$ cat config.mk
export PLATFORM = sky130hd
export DESIGN_NAME = wrr_arbiter
export DESIGN_NICKNAME = d
export VERILOG_FILES = /design/src/rtl/wrr_arbiter.sv
export SDC_FILE = /design/constraint.sdc
export NUM_CORES = 1
export LEC_CHECK = 0
export ABC_AREA = 1
export CAP_MARGIN = 20
export CORE_MARGIN = 2
export CORE_UTILIZATION = 50
export CTS_BUF_LIST = sky130_fd_sc_hd__clkbuf_2
export DETAILED_ROUTE_END_ITERATION = 12
export HOLD_SLACK_MARGIN = 0.05
export PLACE_DENSITY = 0.74
export SETUP_SLACK_MARGIN = 0.3
export SLEW_MARGIN = 20
export SYNTH_ARGS = -nofsm -noshare
export SYNTH_HDL_FRONTEND = slang
export SYNTH_SLANG_ARGS = --single-unit
$ cat constraint.sdc
create_clock -name clk -period 4.75 [get_ports clk]
set_input_delay 0.95 -clock clk [delete_from_list [all_inputs] [get_ports clk]]
set_output_delay 0.95 -clock clk [all_outputs]
set_load 0.01 [all_outputs]
$ cat src/rtl/wrr_arbiter.sv
// wrr_arbiter
//   Weighted round-robin arbiter. Grants one of NUM_PORTS requesters ownership
//   of a shared resource and holds the grant for weight+1 transactions, each
//   marked by a done pulse from the owner. On release the grant hands over in
//   the same cycle to the next requester after the old owner (zero bubble).
//
// Ports
//   clk        in   clock, rising edge
//   rst        in   synchronous active-high reset
//   request    in   [NUM_PORTS]   per-port ownership request
//   weight     in   [NUM_PORTS*WEIGHT_WIDTH]  per-port weight, port i at [i*WEIGHT_WIDTH +: WEIGHT_WIDTH]
//   done       in   end-of-transaction pulse from the current owner
//   grant      out  [NUM_PORTS]   registered one-hot owner, zero when idle
//   grant_idx  out  [IDX_WIDTH]   registered binary owner index, holds when idle
//   active     out  registered, high while a grant is outstanding
module wrr_arbiter #(
  parameter int NUM_PORTS    = 6,
  parameter int WEIGHT_WIDTH = 4,
  parameter int IDX_WIDTH    = $clog2(NUM_PORTS)
) (
  input  logic                              clk,
  input  logic                              rst,
  input  logic [NUM_PORTS-1:0]              request,
  input  logic [NUM_PORTS*WEIGHT_WIDTH-1:0] weight,
  input  logic                              done,
  output logic [NUM_PORTS-1:0]              grant,
  output logic [IDX_WIDTH-1:0]              grant_idx,
  output logic                              active
);

  typedef enum logic {IDLE, OWNED} state_t;

  state_t                  state;
  logic [IDX_WIDTH-1:0]    pointer;
  logic [WEIGHT_WIDTH-1:0] credit;

  logic [IDX_WIDTH-1:0]    next_ptr;
  logic [IDX_WIDTH-1:0]    idle_sel;
  logic [IDX_WIDTH-1:0]    rel_sel;
  logic                    idle_found;
  logic                    rel_found;
  logic [WEIGHT_WIDTH-1:0] idle_weight;
  logic [WEIGHT_WIDTH-1:0] rel_weight;
  logic                    release_now;

  // First requester at or after start, wrapping. Offsets are scanned from
  // the far end down so the closest requester is the last one to overwrite.
  function automatic logic [IDX_WIDTH:0] find_from(
    input logic [NUM_PORTS-1:0] req,
    input logic [IDX_WIDTH-1:0] start
  );
    logic                 found;
    logic [IDX_WIDTH-1:0] idx;
    logic [IDX_WIDTH-1:0] pi;
    int                   p;
    found = 1'b0;
    idx   = '0;
    for (int off = NUM_PORTS - 1; off >= 0; off--) begin
      p = int'(start) + off;
      if (p >= NUM_PORTS) p = p - NUM_PORTS;
      pi = IDX_WIDTH'(p);
      if (req[pi]) begin
        found = 1'b1;
        idx   = pi;
      end
    end
    return {found, idx};
  endfunction

  function automatic logic [WEIGHT_WIDTH-1:0] weight_of(
    input logic [NUM_PORTS*WEIGHT_WIDTH-1:0] w_all,
    input logic [IDX_WIDTH-1:0]              sel
  );
    logic [WEIGHT_WIDTH-1:0] w;
    w = '0;
    for (int i = 0; i < NUM_PORTS; i++) begin
      if (sel == IDX_WIDTH'(i)) w = w_all[i*WEIGHT_WIDTH +: WEIGHT_WIDTH];
    end
    return w;
  endfunction

  // Two searches run in parallel: one from the stored pointer for an idle
  // grant, one from owner+1 for a handover, so the old owner is checked last.
  always_comb begin
    {idle_found, idle_sel} = find_from(request, pointer);
    next_ptr = (grant_idx == IDX_WIDTH'(NUM_PORTS - 1)) ? '0
                                                         : grant_idx + IDX_WIDTH'(1);
    {rel_found, rel_sel} = find_from(request, next_ptr);
    idle_weight = weight_of(weight, idle_sel);
    rel_weight  = weight_of(weight, rel_sel);
    // A dropped request wins over done; leftover credit is simply discarded.
    release_now = !request[grant_idx] || (done && (credit == '0));
  end

  always_ff @(posedge clk) begin
    if (rst) begin
      state     <= IDLE;
      grant     <= '0;
      grant_idx <= '0;
      active    <= 1'b0;
      credit    <= '0;
      pointer   <= '0;
    end else begin
      case (state)
        IDLE: begin
          if (idle_found) begin
            state     <= OWNED;
            grant     <= NUM_PORTS'(1) << idle_sel;
            grant_idx <= idle_sel;
            active    <= 1'b1;
            credit    <= idle_weight;
          end
        end
        OWNED: begin
          if (release_now) begin
            pointer <= next_ptr;
            if (rel_found) begin
              grant     <= NUM_PORTS'(1) << rel_sel;
              grant_idx <= rel_sel;
              credit    <= rel_weight;
            end else begin
              state  <= IDLE;
              grant  <= '0;
              active <= 1'b0;
            end
          end else if (done) begin
            credit <= credit - WEIGHT_WIDTH'(1);
          end
        end
        default: state <= IDLE;
      endcase
    end
  end

endmodule
==> flow_summary.rst, run 1 <==
.. list-table::
   :header-rows: 1

   * - Metric
     - Value
   * - Run status
     - completed
   * - Initial core utilization
     - 51.6%
   * - Final core area utilization
     - ~60%
   * - Pin count of the biggest net entering global routing
     - 22
   * - Remaining design rule violation count
     - 0
   * - Total die area
     - between 0.006 and 0.007 mm^2
   * - Layout overhead on the synthesized area
     - 16.1%
   * - Max-slew violation count
     - 0
   * - Total nets after synthesis
     - 619
   * - Die outline height
     - 81.9 um
   * - Number of primary I/O pins
     - 43
   * - Clock Skew
     - ~0.0092 ns
   * - CTS tree
     - built
   * - Total negative slack
     - 0 ns
   * - Average routed wire per standard cell
     - about 13 um
   * - Detailed router's first-iteration violation count
     - 313
   * - Worst Path Class, Setup
     - flip-flop to flip-flop
   * - Endpoint class of the critical path
     - flip-flop
   * - Hold path startpoint
     - active
   * - Slack of the worst reg-to-reg path
     - 1.04 ns
   * - Transition time at the pin with the least slew margin
     - 0.603 ns
   * - Vias per Instance
     - 5.43
   * - Register area share after synthesis
     - 11.9%
   * - ANT cells
     - 0
   * - Maximum clock frequency
     - 0.270 GHz
   * - Number of vias after detailed routing
     - 3,712
   * - H-tree depth
     - 1
   * - Wire length of the first global-routing pass
     - around 14,000 um
   * - Relative max-transition margin
     - 59.7%
   * - Quantity of I/O buffers inserted on ports
     - 42
   * - Total number of yosys warnings
     - 0
   * - GRT Residual Overflow
     - 0
   * - Post-route worst hold slack
     - 0.517 ns
   * - Crit path setup slack, layout
     - 1.04 ns
   * - Overall global routing resource usage
     - 26.9%
   * - Required time of the critical path
     - 5.04 ns
   * - CTS Sinks
     - 18
   * - Final weighted congestion in routability-driven placement
     - 0.977
   * - Clock Pin Slew Worst Setup and Hold Paths
     - approximately 0.2 ns
   * - Number of global-route vias before repair
     - 3,264
   * - Post-placement setup slack
     - 0.799 ns
   * - Post-DP HPWL
     - around 7300 um
   * - Worst reg2reg path startpoint
     - grant_idx[0]
   * - Worst hold path depth
     - 2
   * - Hold Path Class
     - flip-flop to flip-flop
   * - Ratio of final minimum period to clock period
     - between 70 and 80%
   * - Number of flops mapped to enable cells by yosys
     - 0
   * - Average footprint of a synthesized cell
     - 5.32 um^2
   * - Placement Rows
     - 28
   * - Post-CTS resize count
     - 0
   * - Async set-or-reset flop fraction in the synthesized netlist
     - 0%
   * - Final hold violations
     - 0
   * - Crit-path max FO
     - 9
   * - Min-Delay Endpoint
     - active
   * - Final worst path period need
     - 3.71 ns
   * - Number of nets with antenna violations after routing
     - 0
   * - Post-CTS Setup Bufs
     - 0
   * - Horizontal extent of the die
     - 81.9 um
   * - Most frequent cells in the layout
     - sky130_fd_sc_hd__nand2_1, sky130_fd_sc_hd__inv_1, sky130_fd_sc_hd__nand3_1
   * - Most frequent standard cell in the layout excluding fill and tap cells
     - sky130_fd_sc_hd__nand2_1
   * - Max-cap violation count
     - 0
   * - Setup Viol. Count Final
     - 0
   * - Number of distinct library cells after synthesis
     - 37
   * - CTS Buffer Depth
     - 2
   * - Fraction of layout cells with a size suffix above 1
     - 7.55%
   * - Mapped cell area
     - slightly above 0.003 mm^2
   * - Arrival time worst endpoint
     - 3.99 ns
   * - Root buf cell
     - sky130_fd_sc_hd__clkbuf_2
   * - Number of optimization iterations in the first detailed-route pass
     - 5
   * - Layout Nets
     - 658
   * - Post-synthesis sequential element count
     - 18
   * - Final Routed Wirelength
     - 8990 um
   * - RSZ-0062 raised after global routing
     - no
   * - Most common flop cell mapped by yosys
     - sky130_fd_sc_hd__dfxtp_1
   * - End of the worst register-to-register path
     - credit[0]
   * - Count of mapped cells out of synthesis
     - 571
   * - Antenna violations before repair
     - 0
   * - CTS Hold Bufs
     - 0
   * - Type of origin of the critical path
     - flip-flop
   * - Clk Latency, worst-skew pair
     - 0.33 ns
   * - Core footprint
     - 0.00589 mm^2
   * - TritonCTS Buffers
     - 3
   * - Cells on worst reg2reg path
     - 24
-- worst max path at each step --
stage	end	cells past startpoint	from
floorplan	credit[0]	24	pointer[0]
global placement	grant_idx[1]	13	request[0]
detailed placement	grant_idx[1]	13	request[0]
CTS	credit[1]	24	grant_idx[0]
global route	grant_idx[1]	20	pointer[1]
finish	credit[0]	24	grant_idx[0]
-- Yosys cell counts (5+ instances only) --
| master | count | area, um^2 |
|---|---|---|
| sky130_fd_sc_hd__nor2_2 | 6 | 37.5 |
| sky130_fd_sc_hd__a31oi_1 | 5 | 31.3 |
| sky130_fd_sc_hd__dfxtp_1 | 18 | 360 |
| sky130_fd_sc_hd__nand2_1 | 188 | 706 |
| sky130_fd_sc_hd__clkbuf_1 | 5 | 18.8 |
| sky130_fd_sc_hd__nand2_2 | 13 | 81.3 |
| sky130_fd_sc_hd__a21oi_1 | 30 | 150 |
| sky130_fd_sc_hd__nand3_1 | 62 | 310 |
| sky130_fd_sc_hd__inv_2 | 5 | 18.8 |
| sky130_fd_sc_hd__inv_1 | 81 | 304 |
| sky130_fd_sc_hd__nand4_1 | 15 | 93.8 |
| sky130_fd_sc_hd__ha_1 | 15 | 188 |
| sky130_fd_sc_hd__o21ai_0 | 35 | 175 |
| sky130_fd_sc_hd__nor2_1 | 46 | 173 |
-- layer usage --
layer / routed length [um] / track usage [%] / share of wire [%] / vias up
met2: 4060 / 45.0 / 45 / 147
met5: 0 / 0 / 0 / -
met4: 47 / 3.00 / 0.52 / 0
met3: 739 / 3.19 / 8.2 / 6
li1: - / - / - / 1918
met1: 4150 / 38.1 / 46 / 1641
-- kinds of logic after synthesis --
logic type / synth area share (%)
simple gates: 51.6
buf+inv: 12.8
compound gates: 16.7
flops: 11.9
fa+ha+maj: 6.18
xor+xnor: 0.865
-- critical path, cell delays in order, from the launching register on --
cell	delay, ns
sky130_fd_sc_hd__dfxtp_1	0.62
sky130_fd_sc_hd__inv_4	0.13
sky130_fd_sc_hd__o21ai_2	0.31
sky130_fd_sc_hd__ha_1	0.36
sky130_fd_sc_hd__inv_1	0.18
sky130_fd_sc_hd__nand3_1	0.18
sky130_fd_sc_hd__inv_1	0.09
sky130_fd_sc_hd__nand3_1	0.10
sky130_fd_sc_hd__nand2_1	0.11
sky130_fd_sc_hd__nor2_1	0.06
sky130_fd_sc_hd__nor2_1	0.10
sky130_fd_sc_hd__nor2_1	0.05
sky130_fd_sc_hd__nor2_1	0.12
sky130_fd_sc_hd__nand2_1	0.12
sky130_fd_sc_hd__a21oi_4	0.23
sky130_fd_sc_hd__nand2_2	0.09
sky130_fd_sc_hd__nor2_1	0.23
sky130_fd_sc_hd__nand2_1	0.08
sky130_fd_sc_hd__nand2_1	0.07
sky130_fd_sc_hd__nor2_1	0.05
sky130_fd_sc_hd__nand3_1	0.09
sky130_fd_sc_hd__nand3_1	0.08
sky130_fd_sc_hd__nand3_1	0.11
sky130_fd_sc_hd__nand2_1	0.05
sky130_fd_sc_hd__inv_1	0.04
-- stage by stage --
step | instances | instance area (um^2)
2_1_floorplan | 571 | 3040
3_3_place_gp | 680 | 3510
3_5_place_dp | 680 | 3510
4_1_cts | 684 | 3530
5_1_grt | 684 | 3530
6_report | 684 | 3530
-- area by class of cell --
cell class / instances / area [um^2]
clock inverter: 1 / 3.75
fill: 630 / 2360
clock buffer: 3 / 15.0
sequential: 18 / 360
inverter: 87 / 329
tap: 75 / 93.8
multi-input combinational: 456 / 2290
timing repair buffer: 44 / 435
-- sequential cells by signal, summed over array words and instances (netlist names) --
name and count:
active 1, credit 4, grant 6, grant_idx 3, pointer 3, state 1
Power of run 1 is left out: the tool's default activity adds up to more than one toggle a clock period on the data nets, which glitch-free logic cannot reach.
==> run 2: changes to the inputs <==
- clock period: 4.75 -> 3.7 ns (I/O delays scaled with it)
==> flow_summary.rst, run 2 (same netlist as run 1, synthesis figures left out) <==
.. list-table::
   :header-rows: 1

   * - Metric
     - Value
   * - Number of optimization iterations in the first detailed-route pass
     - 5
   * - Required time of the critical path
     - just under 4 ns
   * - Hold Path Class
     - flip-flop to flip-flop
   * - Run status
     - completed
   * - TritonCTS Buffers
     - 3
   * - Endpoint class of the critical path
     - flip-flop
   * - Final worst path period need
     - around 3.2 ns
   * - CTS Sinks
     - 18
   * - End of the worst register-to-register path
     - credit[0]
   * - Master of the slowest instance on the critical path
     - sky130_fd_sc_hd__dfxtp_4
   * - Layout overhead on the synthesized area
     - 21.2%
   * - Number of nets with antenna violations after routing
     - 0
   * - ANT cells
     - 0
   * - Post-DP HPWL
     - 7080 um
   * - Initial core utilization
     - 51.6%
   * - Quantity of I/O buffers inserted on ports
     - 42
   * - Crit path setup slack, layout
     - 0.452 ns
   * - Crit-path max FO
     - 8
   * - Vias per Instance
     - around 5.3
   * - Number of global-route vias before repair
     - between 3,000 and 4,000
   * - Root buf cell
     - sky130_fd_sc_hd__clkbuf_2
   * - Max-cap violation count
     - 0
   * - Cells on worst reg2reg path
     - 26
   * - Die outline height
     - between 80 and 90 um
   * - Max-slew violation count
     - 0
   * - Number of primary I/O pins
     - between 40 and 50
   * - Most common cell type on the critical path
     - sky130_fd_sc_hd__nand2_1
   * - RSZ-0062 raised after global routing
     - no
   * - Final weighted congestion in routability-driven placement
     - roughly 0.96
   * - Detailed router's first-iteration violation count
     - 305
   * - CTS tree
     - built
   * - Final Routed Wirelength
     - 8920 um
   * - Register with the most flip-flops
     - grant
   * - Total negative slack
     - 0 ns
   * - Slack of the worst reg-to-reg path
     - about 0.45 ns
   * - Wire length of the first global-routing pass
     - roughly 14,000 um
   * - Maximum clock frequency
     - roughly 0.31 GHz
   * - Hold path startpoint
     - active
   * - Clk Latency, worst-skew pair
     - 0.32 ns
   * - H-tree depth
     - 1
   * - Type of origin of the critical path
     - flip-flop
   * - Placement Rows
     - 28
   * - Fraction of layout cells with a size suffix above 1
     - 11.5%
   * - Flip-flop count of the largest register, all copies and words added
     - 6
   * - Largest stage delay on the critical path
     - 0.46 ns
   * - Min-Delay Endpoint
     - active
   * - CTS Hold Bufs
     - 0
   * - Transition time at the pin with the least slew margin
     - roughly 0.6 ns
   * - Setup Viol. Count Final
     - 0
   * - Bufs and invs on worst path
     - 3
   * - Arrival time worst endpoint
     - about 3.5 ns
   * - GRT Residual Overflow
     - 0
   * - Worst Path Class, Setup
     - flip-flop to flip-flop
   * - Remaining design rule violation count
     - 0
   * - Design Area, Final
     - roughly 0.0037 mm^2
   * - Horizontal extent of the die
     - 81.9 um
   * - Largest registers ranked by flip-flop count
     - grant x6, credit x4
   * - Antenna violations before repair
     - 0
   * - Number of vias after detailed routing
     - around 3,700
   * - Worst hold path depth
     - 2
   * - Core footprint
     - a little under 0.006 mm^2
   * - Placed cell area
     - between 0.003 and 0.004 mm^2
   * - Final hold violations
     - 0
   * - Post-placement setup slack
     - 0.134 ns
   * - Pin count of the biggest net entering global routing
     - 22
   * - Overall global routing resource usage
     - 26.1%
   * - Average routed wire per standard cell
     - 12.8 um
   * - Cell family with the largest share of critical-path delay
     - simple AND/OR/NAND/NOR gates
   * - Post-route worst hold slack
     - roughly 0.53 ns
   * - Relative max-transition margin
     - between 60 and 70%
   * - Clock Pin Slew Worst Setup and Hold Paths
     - ~0.20 ns
   * - Most frequent cells in the layout
     - sky130_fd_sc_hd__nand2_1, sky130_fd_sc_hd__inv_1, sky130_fd_sc_hd__nand3_1
   * - Ratio of final minimum period to clock period
     - between 80% and 90%
   * - Layout Nets
     - 668
   * - Clock Skew
     - roughly 0.024 ns
   * - Total die area
     - 0.00671 mm^2
   * - Most frequent standard cell in the layout excluding fill and tap cells
     - sky130_fd_sc_hd__nand2_1
   * - Worst reg2reg path startpoint
     - grant_idx[0]
   * - CTS Buffer Depth
     - 2
==> run 2: cell types whose count changed in the layout (fill, tap and decap cells not counted), moves of 2 or more <==
cell	change
sky130_fd_sc_hd__nand2_1	-3
sky130_fd_sc_hd__nor2_1	-5
sky130_fd_sc_hd__nor2_2	+3
sky130_fd_sc_hd__inv_1	-2
sky130_fd_sc_hd__dfxtp_1	-3
sky130_fd_sc_hd__o21ai_1	+3
sky130_fd_sc_hd__dfxtp_4	+3
sky130_fd_sc_hd__nor2_4	+2
sky130_fd_sc_hd__buf_4	+9
sky130_fd_sc_hd__nand2_4	+2
sky130_fd_sc_hd__inv_2	+2
sky130_fd_sc_hd__o21ai_0	-3
==> run 2: per-layer routing <==
layer  up-vias  wire length, um  track usage [%]
li1       1944                -                -
met1      1646             4330             38.1
met2       109             4030             42.9
met3         6              506             1.87
met4         0               54             3.50
met5         -                0                0
==> run 2: through the flow <==
step / utilization, % / cells
after CTS: 60.7 / 690
after detailed placement: 60.4 / 686
final: 62.5 / 694
after global routing: 62.5 / 694
after global placement: 60.4 / 686
after floorplan: - / 571
==> run 2: area by class of cell <==
class	count	area, um^2
multi-input combinational	456	2350
fill	611	2210
timing repair buffer	54	514
sequential	18	372
inverter	87	329
tap	75	93.8
clock buffer	3	15.0
clock inverter	1	3.75
==> run 2: how the worst max path moves through the flow <==
| stage | startpoint | to | slack [ns] | depth (start not counted) |
|---|---|---|---|---|
| 2_1_floorplan | pointer[0] | credit[0] | 0.64 | 24 |
| 3_3_place_gp | request[0] | credit[1] | 0.19 | 21 |
| 3_5_place_dp | request[0] | credit[0] | 0.13 | 21 |
| 4_1_cts | grant_idx[1] | credit[0] | 0.37 | 24 |
| 5_1_grt | grant_idx[2] | credit[3] | 0.24 | 27 |
| 6_report | grant_idx[0] | credit[0] | 0.45 | 26 |
==> run 2: worst reg2reg max path, delay by kind of cell (launching register included) <==
kind / cells / cell delay (ns)
buffers and inverters: 3 / 0.25
AOI/OAI and AO/OA: 1 / 0.21
DFF: 1 / 0.46
adders and majority gates: 1 / 0.21
and+or+nand+nor: 21 / 2.04
==> run 2: repair_timing <==
action,CTS,global route
setup buffers,0,4
gates cloned,0,0
endpoints found under the setup margin,3,6
gates resized for setup,1,28
pin swaps,0,1
Power of run 2 is left out for the same reason.
